`src/rtl/rv32v_lane_sequencer.sv`:
```
// Two-lane vector element sequencer: steps an element index by two per unstalled beat.
// Optional `RV32V_MASK_EN gates lane write enables with the latched v0 mask.
module rv32v_lane_sequencer #(
  parameter int unsigned IDX_W = 5
) (
  input  logic                  CLK,
  input  logic                  nRST,
  input  logic                  start,
  input  logic [IDX_W:0]        vl,
  input  logic                  stall_ex,
  input  logic                  flush_ex,
  input  logic                  vm,
  input  logic [2**IDX_W-1:0]   vmask,
  output logic [IDX_W-1:0]      woffset0,
  output logic [IDX_W-1:0]      woffset1,
  output logic                  wen0,
  output logic                  wen1,
  output logic                  busy,
  output logic                  stall_dec,
  output logic                  done
);

  typedef enum logic [1:0] {IDLE, RUN, DONE} state_e;

  localparam logic [IDX_W:0] MaxVl = {1'b1, {IDX_W{1'b0}}};

  state_e            state_q, state_d;
  logic [IDX_W:0]    idx_q, idx_d;
  logic [IDX_W:0]    vl_q, vl_d;
  logic [IDX_W:0]    vl_clamp;
  logic [IDX_W+1:0]  idx_ext, idx_p1, idx_p2, vl_ext;

  assign vl_clamp = (vl > MaxVl) ? MaxVl : vl;
  assign idx_ext  = {1'b0, idx_q};
  assign idx_p1   = idx_ext + (IDX_W+2)'(1);
  assign idx_p2   = idx_ext + (IDX_W+2)'(2);
  assign vl_ext   = {1'b0, vl_q};

`ifdef RV32V_MASK_EN
  logic [2**IDX_W-1:0] mask_q, mask_d;
`else
  logic unused_mask_inputs;
  assign unused_mask_inputs = &{1'b0, vm, vmask};
`endif

  always_comb begin
    state_d = state_q;
    idx_d   = idx_q;
    vl_d    = vl_q;
`ifdef RV32V_MASK_EN
    mask_d  = mask_q;
`endif
    // flush outranks everything; start is only honoured outside RUN
    if (flush_ex) begin
      state_d = IDLE;
      idx_d   = '0;
    end else if (start && state_q != RUN) begin
      vl_d    = vl_clamp;
      idx_d   = '0;
      state_d = (vl_clamp != '0) ? RUN : DONE;
`ifdef RV32V_MASK_EN
      mask_d  = vmask;
`endif
    end else begin
      case (state_q)
        RUN: if (!stall_ex) begin
          idx_d = idx_p2[IDX_W:0];
          if (idx_p2 >= vl_ext) state_d = DONE;
        end
        DONE: if (!stall_ex) state_d = IDLE;
        default: state_d = state_q;
      endcase
    end
  end

  always_ff @(posedge CLK or negedge nRST) begin
    if (!nRST) begin
      state_q <= IDLE;
      idx_q   <= '0;
      vl_q    <= '0;
`ifdef RV32V_MASK_EN
      mask_q  <= '0;
`endif
    end else begin
      state_q <= state_d;
      idx_q   <= idx_d;
      vl_q    <= vl_d;
`ifdef RV32V_MASK_EN
      mask_q  <= mask_d;
`endif
    end
  end

  always_comb begin
    woffset0  = '0;
    woffset1  = '0;
    wen0      = 1'b0;
    wen1      = 1'b0;
    busy      = (state_q == RUN);
    stall_dec = (state_q == RUN);
    done      = (state_q == DONE);
    if (state_q == RUN) begin
      woffset0 = idx_q[IDX_W-1:0];
      woffset1 = idx_q[IDX_W-1:0] + IDX_W'(1);
      wen0     = (idx_ext < vl_ext);
      wen1     = (idx_p1 < vl_ext);
`ifdef RV32V_MASK_EN
      wen0     = wen0 & (vm | mask_q[woffset0]);
      wen1     = wen1 & (vm | mask_q[woffset1]);
`endif
    end
  end

endmodule

```
`config.mk`:
```
export PLATFORM = sky130hd
export DESIGN_NAME = rv32v_lane_sequencer
export DESIGN_NICKNAME = d
export VERILOG_FILES = /design/src/rtl/rv32v_lane_sequencer.sv
export SDC_FILE = /design/constraint.sdc
export NUM_CORES = 1
export LEC_CHECK = 0
export ABC_AREA = 1
export BUFFER_PORTS_ARGS = -buffer_cell sky130_fd_sc_hd__buf_4
export CAP_MARGIN = 20
export CORE_UTILIZATION = 48
export CTS_CLUSTER_DIAMETER = 30
export DETAILED_ROUTE_END_ITERATION = 10
export MAX_ROUTING_LAYER = met4
export PLACE_DENSITY = 0.89
export SYNTH_ARGS = -nofsm -noshare
export SYNTH_HDL_FRONTEND = slang
export SYNTH_SLANG_ARGS = --single-unit
```
`constraint.sdc`:
```
create_clock -name CLK -period 3.4 [get_ports CLK]
set_input_delay 0.68 -clock CLK [delete_from_list [all_inputs] [get_ports CLK]]
set_output_delay 0.68 -clock CLK [all_outputs]
set_load 0.01 [all_outputs]
```
-- Word-level counts from Yosys, hierarchy flattened
Cells that the tools add are included.
W data, S select, Z words.
- register bits after elaboration: 14
- word-level logic and storage cells: 41
- output and inout bits: 15
- add/sub/neg operators: 3
- magnitude comparators: 4
- eq/ne operators: 7
- reduce and logical (&&, ||, !) cells: 7
- multiplexer cells: 16
- bitwise gates (word level): 1
- operators by type and width (kind ; number):
    $mux W6 ; 5
    $mux W2 ; 6
    $mux W5 ; 2
    $ne A4 B3 Y1 const B ; 2
    $add A6 B1 Y7 const B ; 1
    $add A6 B2 Y7 const B ; 1
    $ge A7 B6 Y1 ; 1
    $lt A7 B6 Y1 ; 1
    $gt A6 B6 Y1 const B ; 1
    $lt A6 B6 Y1 ; 1
    $reduce_bool A6 Y1 ; 1
    $add A5 B1 Y5 const B ; 1
    $ne A4 B2 Y1 const B ; 1
    $pmux W2 S2 ; 1
    $reduce_and A2 Y1 ; 2
    $reduce_and A4 Y1 ; 1
    $reduce_bool A4 Y1 ; 1
    $ne A3 B1 Y1 const B ; 1
    $reduce_bool A3 Y1 ; 1
    $eq A2 B1 Y1 const B ; 1
    $eq A2 B2 Y1 const B ; 1
    $mux W1 ; 2
    $ne A2 B1 Y1 const B ; 1
    $logic_and A1 B1 Y1 ; 1
    $not A1 Y1 ; 1

-- Depth between registers and ports, before layout
- word-level depth: 7
- mapped depth: 14
- depth with buffers taken out: 14

-- Worst setup path after synthesis
Ideal clock, no wire load.
- path type: reg-to-output
- start: reg idx_q[4]
- end: out wen1
- slack: 1.458 ns
- arrival: 1.262 ns
- cell stages (with the launch flop): 7
- cell sequence: dfrtp_1 > clkbuf_1 > ha_1 > a21o_1 > a21oi_1 > nand2_1 > nor2_1
- word-level cells in the longest chain between the ends: 3
- RTL lines (what ; line ; source):
    from (decl) ; 28 ; logic [IDX_W:0] idx_q, idx_d;
    from (signal assigned) ; 86 ; idx_q <= idx_d;
    $add A6 B1 Y7 ; 35 ; assign idx_p1 = idx_ext + (IDX_W+2)'(1);
    $lt A7 B6 Y1 ; 106 ; wen1 = (idx_p1 < vl_ext);
    $mux W1 ; 102 ; if (state_q == RUN) begin
    to (decl) ; 17 ; output logic wen1,
Every way passes these cells.

-- Final worst setup path
- start: reg idx_q[1]
- end: out wen0
- word-level cells in the longest chain between the ends: 2
- RTL lines (what ; line ; source):
    $lt A6 B6 Y1 ; 105 ; wen0 = (idx_ext < vl_ext);
    $mux W1 ; 102 ;
    to (decl) ; 16 ; output logic wen0,
Every way passes these cells.

==> flow_metrics.env <==
export IMPL_fin_total_pwr_uw=513
export IMPL_place_ws_ps=1330
export IMPL_drt_pass1_iter_count=4
export IMPL_startpoint="idx_q[1]"
export IMPL_synthArstFlopShare_pct=100
export IMPL_clock_latency_ps=270
export IMPL_coreArea_um2=2190
export IMPL_fin_tns_setup_ps=0
export IMPL_synth_area_per_cell_um2=7.64
export IMPL_rsz0062_at_grt="false"
export IMPL_period_needed_ps=2400
export IMPL_cts_root_buf="clkbuf_4"
export IMPL_drtIter0Drc=17
export IMPL_port_buffers=24
export IMPL_yosys_top_cells_count="nand2_1 (23), inv_1 (20), ha_1 (17)"
export IMPL_gp_routability_congestion=0.906
export IMPL_grt_pass1_vias=968
export IMPL_wirelength_um=2350
export IMPL_outcome="complete, no violations"
export IMPL_area_growth_pct=18.8
export IMPL_synth_most_common_cell="nand2_1"
export IMPL_synth_top_cells_by_area="dfrtp_1 (29%), ha_1 (19%), nand2_1 (7.8%)"
export IMPL_vdd_ir_drop_max_mv=0.235
export IMPL_antenna_cells=0
export IMPL_cts_resized=0
export IMPL_layout_drive_gt1_share_pct=26.3
export IMPL_viasPerCell=5.17
export IMPL_overflow=0
export IMPL_worstSetupEndpointType="output port"
export IMPL_die_h_um=50.0
export IMPL_timing_rr_start="idx_q[2]"
export IMPL_cpMostUsedCell="nor2_1"
export IMPL_die_x_um=50.0
export IMPL_ys_seq_area_share_pct=29.4
export IMPL_cts_setup_buffers=0
export IMPL_r2r_end="state_q[1]"
export IMPL_synth_top_area_share_pct=29.4
export IMPL_io_pins=59
export IMPL_syn_nets=206
export IMPL_timing_final_ws_setup_ps=1000
export IMPL_cts_sinks=13
export IMPL_ctsHoldBuffers=0
export IMPL_arrival_ps=1720
export IMPL_post_route_period_util_pct=70.6
export IMPL_syn_instance_count=145
export IMPL_crit_family="flip-flops"
export IMPL_clock_path_buffers=2
export IMPL_synth_seq_cells=13
export IMPL_min_path_type="primary input to async pin"
export IMPL_cpPeakStageDelay_ps=440
export IMPL_cp_depth=7
export IMPL_cp_num_buf_inv=2
export IMPL_antenna_found_initial=0
export IMPL_fmax_ghz=0.417
export IMPL_cts_tree="done"
export IMPL_synthFlopType="dfrtp_1"
export IMPL_drv_cap=0
export IMPL_dp_hpwl_um=1900
export IMPL_yosysWarningCount=0
export IMPL_synth_edf_count=0
export IMPL_synthDistinctLibCells=27
export IMPL_routedWlPerCell_um=12.0
export IMPL_p_per_area_nw_per_um2=390
export IMPL_post_route_drc_count=0
export IMPL_grt_pass1_wl_um=4110
export IMPL_cp_required_ps=2720
export IMPL_path_max_fanout=6
export IMPL_cts_buffers=3
export IMPL_yosysTopAreaCell="dfrtp_1"
export IMPL_drv_slew=0
export IMPL_htreeDepth=1
export IMPL_worstSetupPathType="flop to output port"
export IMPL_vias=1009
export IMPL_layout_nets=229
export IMPL_rr_worst_depth=10
export IMPL_fin_worst_skew_ps=7.98
export IMPL_num_rows=17
export IMPL_hold_viol=0
export IMPL_track_usage_pct=22.1
export IMPL_cellLeakagePower_nw=0.733
export IMPL_grt_max_degree=16
export IMPL_die_area_um2=2500
export IMPL_clk_pin_slew_worst_paths_ps=90
export IMPL_crit_chain="inv_1, ha_1, nor2_1, nor2_1, o221ai_1, nor2_1, buf_4"
export IMPL_setup_viol=0
export IMPL_syn_area_um2=1110
export IMPL_critPathLaunchType="flop"
export IMPL_start_util_pct=50.5
export IMPL_slowest_stage="dfrtp_1"
export IMPL_rrSetupSlack_ps=1530
export IMPL_drtAntennaViolNets=0
export IMPL_cp_endpoint="wen0"
[per-layer routing]
layer  GRT usage [%]  vias to the layer above  share of wire (%)
li1                -                      514                  -
met1            27.5                      462                 46
met2            35.8                       31                 50
met3            2.78                        2                3.7
met4            9.52                        0               0.55
met5               -                        -                  0
[cells in the final DEF, fill, tap and decap left out]
cell type	n
buf_4	24
nand2_1	23
inv_1	20
ha_1	17
nor2_1	14
dfrtp_1	13
a21oi_1	7
nand3_1	6
inv_2	5
o22ai_1	5
nand2_2	4
nand4_1	3
o21ai_1	3
clkbuf_4	3
xor2_1	2
nor2_2	2
o21a_1	2
nor3_2	2
o21ai_2	2
o21ai_0	2
nand2_4	1
o31ai_1	1
a21o_1	1
o221ai_1	1
nor2_4	1
nor3_1	1
conb_1	1
clkbuf_1	1
[worst reg2reg max path, stage by stage (launching register included)]
cell	delay [ps]
dfrtp_1	480
ha_1	240
nand3_1	100
xor2_1	200
inv_1	70
ha_1	190
nor3_2	140
o21a_1	130
nand2_1	80
nand3_1	90
nand2_1	60
[logic make-up after synthesis]
family                     after synthesis  share of synthesized area (%)
adders and majority gates               17                           19.2
and+or+nand+nor                         57                           24.6
DFF                                     13                           29.4
AOI/OAI and AO/OA                       24                           13.3
other                                    1                          0.339
buffers and inverters                   31                           11.5
xor gates and xnor gates                 2                           1.58
[layout make-up]
class / instances / area, um^2
timing repair buffer: 24 / 180
fill: 194 / 876
tap: 28 / 35.0
inverter: 25 / 93.8
sequential: 13 / 325
clock buffer: 4 / 26.3
multi-input combinational: 101 / 654
[power breakdown]
| group | internal [mW] | leakage [nW] | switching, mW |
|---|---|---|---|
| combinational | 0.0906 | 0.547 | 0.138 |
| sequential | 0.176 | 0.171 | 0.0123 |
| clock | 0.0454 | 0.0150 | 0.0508 |
| total | 0.312 | 0.733 | 0.202 |
[stage by stage]
stage	hold slack (ps)	instance area (um^2)	utilization [%]	cells
4_1_cts	233	1320	60.0	195
6_report	232	1320	60.0	195
3_5_place_dp	481	1290	58.8	191
2_1_floorplan	384	1110	-	145
3_3_place_gp	476	1290	58.8	191
5_1_grt	233	1320	60.0	195
[state kept, by name (all words and copies together) (netlist names)]
| name | flops |
|---|---|
| idx_q | 5 |
| state_q | 2 |
| vl_q | 6 |
[worst min path at each step]
stage,endpoint,cells after the start
floorplan,idx_q[1],0
global placement,vl_q[5],1
detailed placement,state_q[1],2
CTS,idx_q[5],1
global route,idx_q[5],1
finish,idx_q[5],1
Note: power is estimated with default switching activity, not from simulation.
